File: config.mk
export PLATFORM = sky130hd
export DESIGN_NAME = button_event_ctrl
export DESIGN_NICKNAME = d
export VERILOG_FILES = /design/src/rtl/button_event_ctrl.sv
export SDC_FILE = /design/constraint.sdc
export NUM_CORES = 1
export LEC_CHECK = 0
export ABC_AREA = 1
export CORE_MARGIN = 1
export CORE_UTILIZATION = 60
export CTS_BUF_LIST = sky130_fd_sc_hd__clkbuf_2 sky130_fd_sc_hd__clkbuf_4 sky130_fd_sc_hd__clkbuf_8
export CTS_CLUSTER_DIAMETER = 100
export CTS_CLUSTER_SIZE = 20
export DETAILED_ROUTE_END_ITERATION = 10
export DONT_BUFFER_PORTS = 1
export PLACE_DENSITY = 0.74
export SYNTH_ARGS = -nofsm -noshare
export SYNTH_HDL_FRONTEND = slang
export SYNTH_SLANG_ARGS = --single-unit
File: constraint.sdc
create_clock -name i_clk -period 4.2 [get_ports i_clk]
set_input_delay 0.42 -clock i_clk [delete_from_list [all_inputs] [get_ports i_clk]]
set_output_delay 0.42 -clock i_clk [all_outputs]
set_load 0.005 [all_outputs]
File: src/rtl/button_event_ctrl.sv
// Turns debounced button levels into single short/long (and optional repeat) press events
// behind a one-entry valid/ready register. Define AUTO_REPEAT_EN to enable auto-repeat in LONG.
module button_event_ctrl #(
  parameter int          NUM_BTN      = 4,
  parameter int          ID_W         = 2,
  parameter logic [26:0] LONG_LIMIT   = 27'd99_999_999,
  parameter logic [26:0] REPEAT_LIMIT = 27'd24_999_999
) (
  input  logic               i_clk,
  input  logic               i_reset_n,
  input  logic [NUM_BTN-1:0] i_btn,
  input  logic               i_evt_ready,
  output logic               o_evt_valid,
  output logic [ID_W-1:0]    o_evt_id,
  output logic               o_evt_long,
  output logic               o_evt_rpt,
  output logic               o_busy,
  output logic               o_drop
);

  typedef enum logic [1:0] {S_IDLE, S_HOLD, S_LONG} state_t;

  localparam logic [26:0] CNT_MAX = (LONG_LIMIT > REPEAT_LIMIT) ? LONG_LIMIT : REPEAT_LIMIT;

  state_t             r_state;
  state_t             w_state_nxt;
  logic [NUM_BTN-1:0] r_btn_prev;
  logic [NUM_BTN-1:0] w_rise;
  logic               w_any_rise;
  logic [ID_W-1:0]    w_first_id;
  logic [ID_W-1:0]    r_trk;
  logic               w_trk_lvl;
  logic [26:0]        r_count;
  logic [26:0]        w_count_nxt;
  logic               w_emit;
  logic               w_emit_long;
  logic               r_valid;
  logic [ID_W-1:0]    r_id;
  logic               r_long;
  logic               r_drop;
`ifdef AUTO_REPEAT_EN
  logic               w_emit_rpt;
  logic               r_rpt;
`endif

  // Saturating increment keeps the counter from wrapping even with odd limit settings
  function automatic logic [26:0] sat_inc(input logic [26:0] v);
    return (v == CNT_MAX) ? v : v + 27'd1;
  endfunction

  assign w_rise     = i_btn & ~r_btn_prev;
  assign w_any_rise = |w_rise;

  always_comb begin
    w_first_id = '0;
    for (int i = NUM_BTN - 1; i >= 0; i--) begin
      if (w_rise[i]) w_first_id = ID_W'(i);
    end
  end

  always_comb begin
    w_trk_lvl = 1'b0;
    for (int i = 0; i < NUM_BTN; i++) begin
      if (r_trk == ID_W'(i)) w_trk_lvl = i_btn[i];
    end
  end

  always_ff @(posedge i_clk or negedge i_reset_n) begin
    if (!i_reset_n) r_state <= S_IDLE;
    else            r_state <= w_state_nxt;
  end

  always_comb begin
    w_state_nxt = r_state;
    case (r_state)
      S_IDLE: if (w_any_rise) w_state_nxt = S_HOLD;
      S_HOLD: begin
        if (!w_trk_lvl)                 w_state_nxt = S_IDLE;
        else if (r_count == LONG_LIMIT) w_state_nxt = S_LONG;
      end
      S_LONG: if (!w_trk_lvl) w_state_nxt = S_IDLE;
      default: w_state_nxt = S_IDLE;
    endcase
  end

  always_comb begin
    w_emit      = 1'b0;
    w_emit_long = 1'b0;
`ifdef AUTO_REPEAT_EN
    w_emit_rpt  = 1'b0;
`endif
    w_count_nxt = r_count;
    case (r_state)
      S_IDLE: if (w_any_rise) w_count_nxt = '0;
      S_HOLD: begin
        if (!w_trk_lvl) begin
          w_emit = 1'b1;
        end else if (r_count == LONG_LIMIT) begin
          w_emit      = 1'b1;
          w_emit_long = 1'b1;
          w_count_nxt = '0;
        end else begin
          w_count_nxt = sat_inc(r_count);
        end
      end
      S_LONG: begin
`ifdef AUTO_REPEAT_EN
        if (w_trk_lvl) begin
          if (r_count == REPEAT_LIMIT) begin
            w_emit      = 1'b1;
            w_emit_long = 1'b1;
            w_emit_rpt  = 1'b1;
            w_count_nxt = '0;
          end else begin
            w_count_nxt = sat_inc(r_count);
          end
        end
`endif
      end
      default: w_count_nxt = r_count;
    endcase
  end

  // btn_prev resets to all ones so a button held through reset release is not a press
  always_ff @(posedge i_clk or negedge i_reset_n) begin
    if (!i_reset_n) begin
      r_btn_prev <= '1;
      r_trk      <= '0;
      r_count    <= '0;
    end else begin
      r_btn_prev <= i_btn;
      r_count    <= w_count_nxt;
      if (r_state == S_IDLE && w_any_rise) r_trk <= w_first_id;
    end
  end

  // Event register: a new event only lands if the slot is empty or being consumed
  always_ff @(posedge i_clk or negedge i_reset_n) begin
    if (!i_reset_n) begin
      r_valid <= 1'b0;
      r_id    <= '0;
      r_long  <= 1'b0;
      r_drop  <= 1'b0;
`ifdef AUTO_REPEAT_EN
      r_rpt   <= 1'b0;
`endif
    end else if (w_emit) begin
      if (!r_valid || i_evt_ready) begin
        r_valid <= 1'b1;
        r_id    <= r_trk;
        r_long  <= w_emit_long;
        r_drop  <= 1'b0;
`ifdef AUTO_REPEAT_EN
        r_rpt   <= w_emit_rpt;
`endif
      end else begin
        r_drop  <= 1'b1;
      end
    end else begin
      r_drop <= 1'b0;
      if (r_valid && i_evt_ready) r_valid <= 1'b0;
    end
  end

  assign o_evt_valid = r_valid;
  assign o_evt_id    = r_id;
  assign o_evt_long  = r_long;
  assign o_drop      = r_drop;
  assign o_busy      = (r_state != S_IDLE);
`ifdef AUTO_REPEAT_EN
  assign o_evt_rpt   = r_rpt;
`else
  assign o_evt_rpt   = 1'b0;
`endif

endmodule

-- After elaboration in Yosys (flattened, before gate mapping)
Cells that the tools add are included.
Widths: inputs -> output; s select.
- flip-flop bits (word level): 40
- input port bits: 7
- word-level logic and storage cells: 63
- add/sub/neg operators: 1
- eq/ne operators: 11
- mux-type cells: 27
- bitwise gates (word level): 2
- reductions and logical operators: 14
- operators with widths (cell ; count):
    $mux 27 ; 3
    $pmux 27 s2 ; 1
    $add 27x1->27 const B ; 1
    $eq 27x27->1 const B ; 1
    $mux 2 ; 8
    $mux 1 ; 14
    $eq 2x2->1 const B ; 3
    $ne 2x2->1 const B ; 3
    $pmux 2 s3 ; 1
    $reduce_and 3->1 ; 2
    $reduce_bool 2->1 ; 3
    $and 4x4->4 ; 1
    $eq 2x1->1 const B ; 2
    $logic_not 2->1 ; 2
    $not 4->4 ; 1
    $reduce_and 2->1 ; 2
    $reduce_or 4->1 ; 1
    $ne 3x3->1 const B ; 1
    $logic_and 1x1->1 ; 2
    $ne 2x1->1 const B ; 1
    $logic_not 1->1 ; 1
    $logic_or 1x1->1 ; 1

-- Depth between registers and ports, before layout
Gate-level depths: netlist of run 1.
- word-level depth: 9
- mapped depth: 12

-- Least setup slack after synthesis of run 1
No wires, ideal clock.
- kind: reg-to-reg
- start point: register r_count[0]
- end point: register r_count[24]
- library setup time: 0.119 ns
- arrival: 1.461 ns
- required time: 4.081 ns
- path slack: 2.620 ns
- stages on the path, launching flop included: 12
- clock period less this slack: 1.580 ns
- cells stage by stage: dfrtp_1 ha_1 nand2_2 nor2_4 nand2_4 nor2_4 nand2_4 nand2_4 nand2_4 buf_6 nand2_1 nor2_1
- cells in the longest elaborated chain, start to end: 4
- elaborated cells on any way between the ends: 5
- those cells by class: add/sub (1); eq/ne (1); mux (3)
- ends and longest elaborated chain (element ; line ; source):
    start: declaration ; 33 ; logic [26:0] r_count;
    start signal: assignment ; 132 ; r_count <= w_count_nxt;
    $add 27x1->27 / $eq 27x27->1 (equally long branches) ; 48, 98 ;
    $mux 27 (*) ; 98 ; end else if (r_count == LONG_LIMIT) begin
    $mux 27 (*) ; 96 ; if (!w_trk_lvl) begin
    $pmux 27 s2 (*) ; 93 ; case (r_state)
Every way passes the cells marked *; elsewhere a longest branch is shown, timed or not. The select of a mux whose other input is x is not followed.
A chain may end at the register's enable or synchronous reset.

-- Worst setup path in the final report of run 1
- start point: register r_state[1]
- end point: register r_count[19]
- cells in the longest elaborated chain, start to end: 3
- elaborated cells on any way between the ends: 7
- those cells by class: eq/ne (3); mux (1); reduce/logical (3)
- ends and longest elaborated chain (element ; line ; source):
    start: declaration ; 25 ; state_t r_state;
    start signal: assignment ; 70 ; else r_state <= w_state_nxt;
    $eq 2x1->1 / $logic_not 2->1 (equally long branches) ; 93 ;
    $ne 2x2->1 (no source line) / $reduce_bool 2->1 (equally long branches) ; - ;
    $reduce_and 3->1 (no source line) ; - ;
Parallel ways exist; a longest one is shown, timed or not.

==> run metrics, run 1 <==
Num CTS Buffers 5; initial DRC count 181; Hold Crit Class in2reg; CP max stage delay 0.42 ns; slowest cell on the critical path dfrtp_1; largest net degree at the start of global routing 45; detailed-route DRC error count 0; Max VDD drop 386 µV; sw frac 0.422; initial antenna violation count 0; Max Freq 522 MHz; crit share post-route 0.456; RSZ-0062 raised after global routing false; sequential share of power 0.425; detailed-route wire length 5.22 mm; Gate power share 0.340; syn_area_per_cell 6.99 µm²; CP Capture Type flip-flop; drt via density 5.47; result of the run finished clean; Total GRT Usage 0.272; Reg clk slew, reported paths 0.07 ns; WL/cell 13.1 µm; CP Data Arrival Time 2.09 ns; CTS tree built; I/O pin count 14; yosys synthesis warning count 0; area of the mapped netlist 0.00242 mm²; via count 2178; starting density of the core 0.643; Clock Tree Buf Depth 2; Power per Cell Area 441 mW/mm²; Worst Path Buf+Inv 1; die width 65.6 µm; share of cells above drive strength 1 0.0771; setup violators final 0; CP Class reg2reg; Syn-to-layout area delta 5.26%; row count 22; post-synth cell types 24; Top delay family on crit path simple AND/OR/NAND/NOR gates; first-pass GRT wire length 8.78 mm; Leak Pwr 1.29 nW; Post-DP HPWL 3.78 mm; Syn Nets 355; Final Hold Fails 0; final instance count without filler cells 398; minimum clock period 1.91 ns; clk root buf clkbuf_8; CP Cell Sequence nor2_4, nand3_1, nand2_4, inv_1, nand2_1, o21ai_0; crit start category flip-flop; maxcap violations 0; worst skew pair latency 0.30 ns; required time worst endpoint 4.38 ns; vias in the first global route 1942; Clk pwr share 0.235; nets 357; die height 65.6 µm; Synth Instances 347; post-CTS setup buffers 0; Setup Skew 0.0127 ns; Synth Register Bits 40; # diodes 0; Num Clock Sinks 40; Buffers on Ports 0; Pre-antenna DRT Iters 4; post-synthesis sequential area ratio 0.415; antenna viol nets, final 0; Setup TNS 0 ns; max-slew violation count 0; CORE AREA 0.00377 mm²; gpl congestion 0.895; Die Area 0.00430 mm²; total gr overflow 0; switching power 0.000475 W; dpl cells 388; CP max FO 44; H-tree levels 2; Pint 0.000652 W
cell usage in the layout, fill, tap and decap left out:
| cell type | count |
|---|---|
| nand4_1 | 16 |
| ha_1 | 1 |
| o31ai_1 | 2 |
| nor3b_1 | 1 |
| buf_12 | 1 |
| o21ai_0 | 7 |
| inv_2 | 2 |
| clkbuf_8 | 5 |
| nor2_4 | 4 |
| nor2_1 | 46 |
| nand2_1 | 100 |
| dlygate4sd3_1 | 1 |
| conb_1 | 1 |
| xor2_1 | 3 |
| nor3_1 | 9 |
| clkinvlp_4 | 1 |
| clkinv_2 | 1 |
| dfrtp_1 | 36 |
| nand3_1 | 39 |
| nand2_2 | 2 |
| inv_1 | 46 |
| dfstp_2 | 4 |
| nor3_2 | 1 |
| clkbuf_4 | 1 |
| a21oi_1 | 15 |
| nand2_4 | 5 |
metal layers:
metal,vias up,GRT usage,part of all wire
li1,1110,-,-
met1,997,0.401,0.49
met2,61,0.393,0.43
met3,10,0.0451,0.065
met4,0,0.111,0.014
met5,-,0,0
cell type report:
| type | instances | area, µm² |
|---|---|---|
| fill | 328 | 1220 |
| multi-input combinational | 252 | 1190 |
| sequential | 40 | 1010 |
| inverter | 48 | 180 |
| clock buffer | 6 | 76.3 |
| tap | 48 | 60.1 |
| timing repair buffer | 2 | 30.0 |
| clock inverter | 2 | 12.5 |
per-stage QoR:
step	util	hold slack (ns)	instance area [µm²]	setup WS [ns]	total power, W
after floorplan	-	0.124	2420	2.62	0.000821
after global placement	0.645	0.125	2430	2.37	0.000844
after detailed placement	0.645	0.125	2430	2.31	0.000855
after CTS	0.677	0.108	2550	2.28	0.00113
after global routing	0.677	0.0988	2550	2.06	0.00120
final	0.677	0.112	2550	2.29	0.00113
power by group through the flow:
stage | registers [W] | logic (W) | clock network (W)
after floorplan | 0.000473 | 0.000349 | 0
after global placement | 0.000485 | 0.000359 | 0
after detailed placement | 0.000485 | 0.000370 | 0
after CTS | 0.000477 | 0.000384 | 0.000269
after global routing | 0.000484 | 0.000439 | 0.000282
final | 0.000479 | 0.000383 | 0.000265
kinds of logic (layout without fill, tap and decap cells):
logic type | after synthesis | after routing | share of synthesized area
flip-flops | 40 | 40 | 0.415
AND/OR/NAND/NOR | 223 | 223 | 0.421
adder cells (fa/ha/maj) | 1 | 1 | 0.00516
AO/OA/AOI/OAI | 24 | 24 | 0.0516
XOR/XNOR | 3 | 3 | 0.0108
buffers and inverters | 55 | 58 | 0.0955
other | 1 | 1 | 0.00155
synthesized netlist by cell type (all sizes together):
cell type / count / area share
nand4: 16 / 0.041
a21oi: 15 / 0.031
buf: 7 / 0.021
xor2: 3 / 0.011
conb: 1 / 0.0015
dfstp: 4 / 0.043
ha: 1 / 0.0052
nand3: 39 / 0.080
o21ai: 7 / 0.014
nor3b: 1 / 0.0031
nand2: 107 / 0.18
o31ai: 2 / 0.0062
dfrtp: 36 / 0.37
inv: 48 / 0.074
nor3: 10 / 0.023
nor2: 50 / 0.090
repair_timing:
action / 4_1_cts / 5_1_grt
endpoints found under the hold margin: 40 / 0
resized for setup: 0 / 0
hold buffers: 2 / 0
state kept, by name (all words and copies together), names as in the netlist:
signal / flops
o_drop: 1
o_evt_id: 2
o_evt_long: 1
o_evt_valid: 1
r_btn_prev: 4
r_count: 27
r_state: 2
r_trk: 2
path summary, 6_finish.rpt:
check	startpoint	end	slack [ns]	cells after the start
setup reg to reg	r_state[1]	r_count[19]	2.29	6
hold reg to reg	o_evt_id[0]	o_evt_id[0]	0.51	2
hold / removal	i_btn[2]	r_btn_prev[2]	0.11	0
max in group asynchronous	i_reset_n	r_btn_prev[0]	3.36	2
min in group asynchronous	i_reset_n	r_count[6]	0.56	2
setup / recovery	r_state[1]	r_count[19]	2.29	6
No activity file was read; power rests on OpenSTA's default activity.
==> inputs of run 2 (changes only) <==
clock period = 1.8 ns   (was 4.2 ns; I/O delays follow)
==> run 2 against run 1 <==
Combinational power increased to 3.1 times the previous value. Global-route usage increased by 1.0 points. Wire length increased by 5.7%. Clock skew decreased by 0.0059 ns. Hold slack got worse by 0.0072 ns. Die area unchanged. Sequential cell count unchanged. Critical endpoint is now r_count[18].
==> run metrics, run 2 (synthesis gave the netlist of run 1 again) <==
initial antenna violation count 0 (unchanged); Reg clk slew, reported paths 0.08 ns (about the same); Total GRT Usage 0.282 (+0.0102); setup violators final 0 (unchanged); Num Clock Sinks 40 (unchanged); via count 2205 (+1.2%); Pre-antenna DRT Iters 4 (unchanged); max FFs per register 27 (unchanged); Syn-to-layout area delta 13.4%; result of the run finished clean; initial DRC count 158 (-13%); max-slew violation count 0 (unchanged); CP most frequent cell nand2_4; Leak Pwr 1.38 nW (+6.8%); die width 65.6 µm (unchanged); CP max stage delay 0.41 ns (about the same); Max Freq 588 MHz (+13%); Post-DP HPWL 3.90 mm (+3.2%); Die Area 0.00430 mm² (unchanged); Max VDD drop 894 µV (+130%); row count 22 (unchanged); vias in the first global route 2074 (+6.8%); drt via density 5.38 (-1.7%); starting density of the core 0.643 (unchanged); commonest non-fill, non-tap cell in the layout nand2_1; worst skew pair latency 0.30 ns (about the same); required time worst endpoint 1.99 ns (-2.39 ns); CORE AREA 0.00377 mm² (unchanged); nets 369 (+3.4%); H-tree levels 2 (unchanged); CTS tree built; CP Class reg2reg; gpl congestion 0.891 (-0.41%); Final Hold Fails 0 (unchanged); Hold Crit Class in2reg; crit start category flip-flop; crit share post-route 0.945 (+0.489); largest net degree at the start of global routing 41 (-8.9%); # diodes 0 (unchanged); CP Capture Type flip-flop; CP max FO 15 (-66%); total gr overflow 0 (unchanged); slowest cell on the critical path dfrtp_1; final instance count without filler cells 410 (+3.0%); RSZ-0062 raised after global routing false; minimum clock period 1.70 ns (-0.213 ns); Buffers on Ports 0 (unchanged); share of cells above drive strength 1 0.122 (+0.0444); commonest non-fill, non-tap cells in the layout nand2_1 (99), nor2_1 (46), inv_1 (46); Setup Skew 0.00675 ns (-0.00594 ns); first-pass GRT wire length 9.16 mm (+4.3%); Most flops, register r_count; detailed-route wire length 5.52 mm (+5.7%); r2r worst-path depth 10 (+4); detailed-route DRC error count 0 (unchanged); Num CTS Buffers 5 (unchanged); CP Cell Sequence ha_4, nand2_2, nor2_4, nand2_4, nor2_4, nand2_4, nand2_4, nand2_8, inv_1, nor2_1; antenna viol nets, final 0 (unchanged); biggest regs r_count (27), r_btn_prev (4); I/O pin count 14 (unchanged); clk root buf clkbuf_8; Power per Cell Area 1120 mW/mm² (+150%); Clock Tree Buf Depth 2 (unchanged); maxcap violations 0 (unchanged); Setup TNS 0 ns (unchanged); cell depth of the worst min-delay path 3 (+3); die height 65.6 µm (unchanged); CP Data Arrival Time 1.89 ns (-0.20 ns); total power draw 0.00307 W (+170%); WL/cell 13.5 µm (+2.6%); dpl cells 391 (+0.77%)
==> run 2: cell count changes in the layout (fill, tap and decap cells not counted), moves of 2 or more <==
cell,delta
nand3_1,-2
dlygate4sd3_1,+4
buf_4,+7
nor3_1,-4
nor3_2,+3
nand3_2,+2
==> run 2: layout make-up <==
type                    count  area (µm²)
clock buffers               6        76.3
flip-flops and latches     40        1010
repair buffers             14         143
multi-input cells         252        1250
clock inverters             2        35.0
inverters                  48         180
well taps                  48        60.1
fillers                   288        1020
==> run 2: timing repair <==
item / 4_1_cts / 5_1_grt
hold buffers: 6 / 0
gates resized for setup: 0 / 12
hold endpoints to repair: 44 / 0
endpoints found under the setup margin: 0 / 21
buffers inserted: 0 / 5
==> run 2: metrics by stage <==
step / worst slack, ns / area [µm²] / hold WS [ns] / utilization
2_1_floorplan: 0.220 / 2420 / -0.116 / -
3_3_place_gp: 0.0884 / 2470 / -0.115 / 0.655
3_5_place_dp: 0.0573 / 2470 / -0.115 / 0.655
4_1_cts: 0.0448 / 2650 / 0.0951 / 0.703
5_1_grt: 0.000147 / 2750 / 0.115 / 0.729
6_report: 0.0985 / 2750 / 0.105 / 0.729
==> run 2: final timing paths <==
kind | startpoint | endpoint | slack, ns
max in group asynchronous | i_reset_n | r_btn_prev[1] | 1.19
min in group asynchronous | i_reset_n | r_count[5] | 0.34
min reg2reg | o_evt_id[1] | o_evt_id[1] | 0.51
min | i_btn[0] | r_trk[0] | 0.11
max | r_count[1] | r_count[18] | 0.1
max reg2reg | r_count[1] | r_count[18] | 0.1
==> run 2: where the power goes <==
part / internal (W) / switching [W]
clock: 0.000426 / 0.000310
sequential: 0.00102 / 0.000112
combinational: 0.000439 / 0.000765
==> run 2: critical path: cells and delay by family, from the launching register on <==
kind	cells	cell delay, ns
fa+ha+maj	1	0.17
simple gates	8	0.89
flops	1	0.41
buf+inv	1	0.10
==> run 2: per-layer routing <==
layer | routed length (µm) | global-route usage | up-vias | share of wire
met3 | 223 | 0.0608 | 9 | 0.040
met1 | 2650 | 0.377 | 999 | 0.48
met5 | 0 | 0 | - | 0
met2 | 2560 | 0.456 | 59 | 0.46
met4 | 85 | 0.0842 | 0 | 0.015
li1 | - | - | 1138 | -
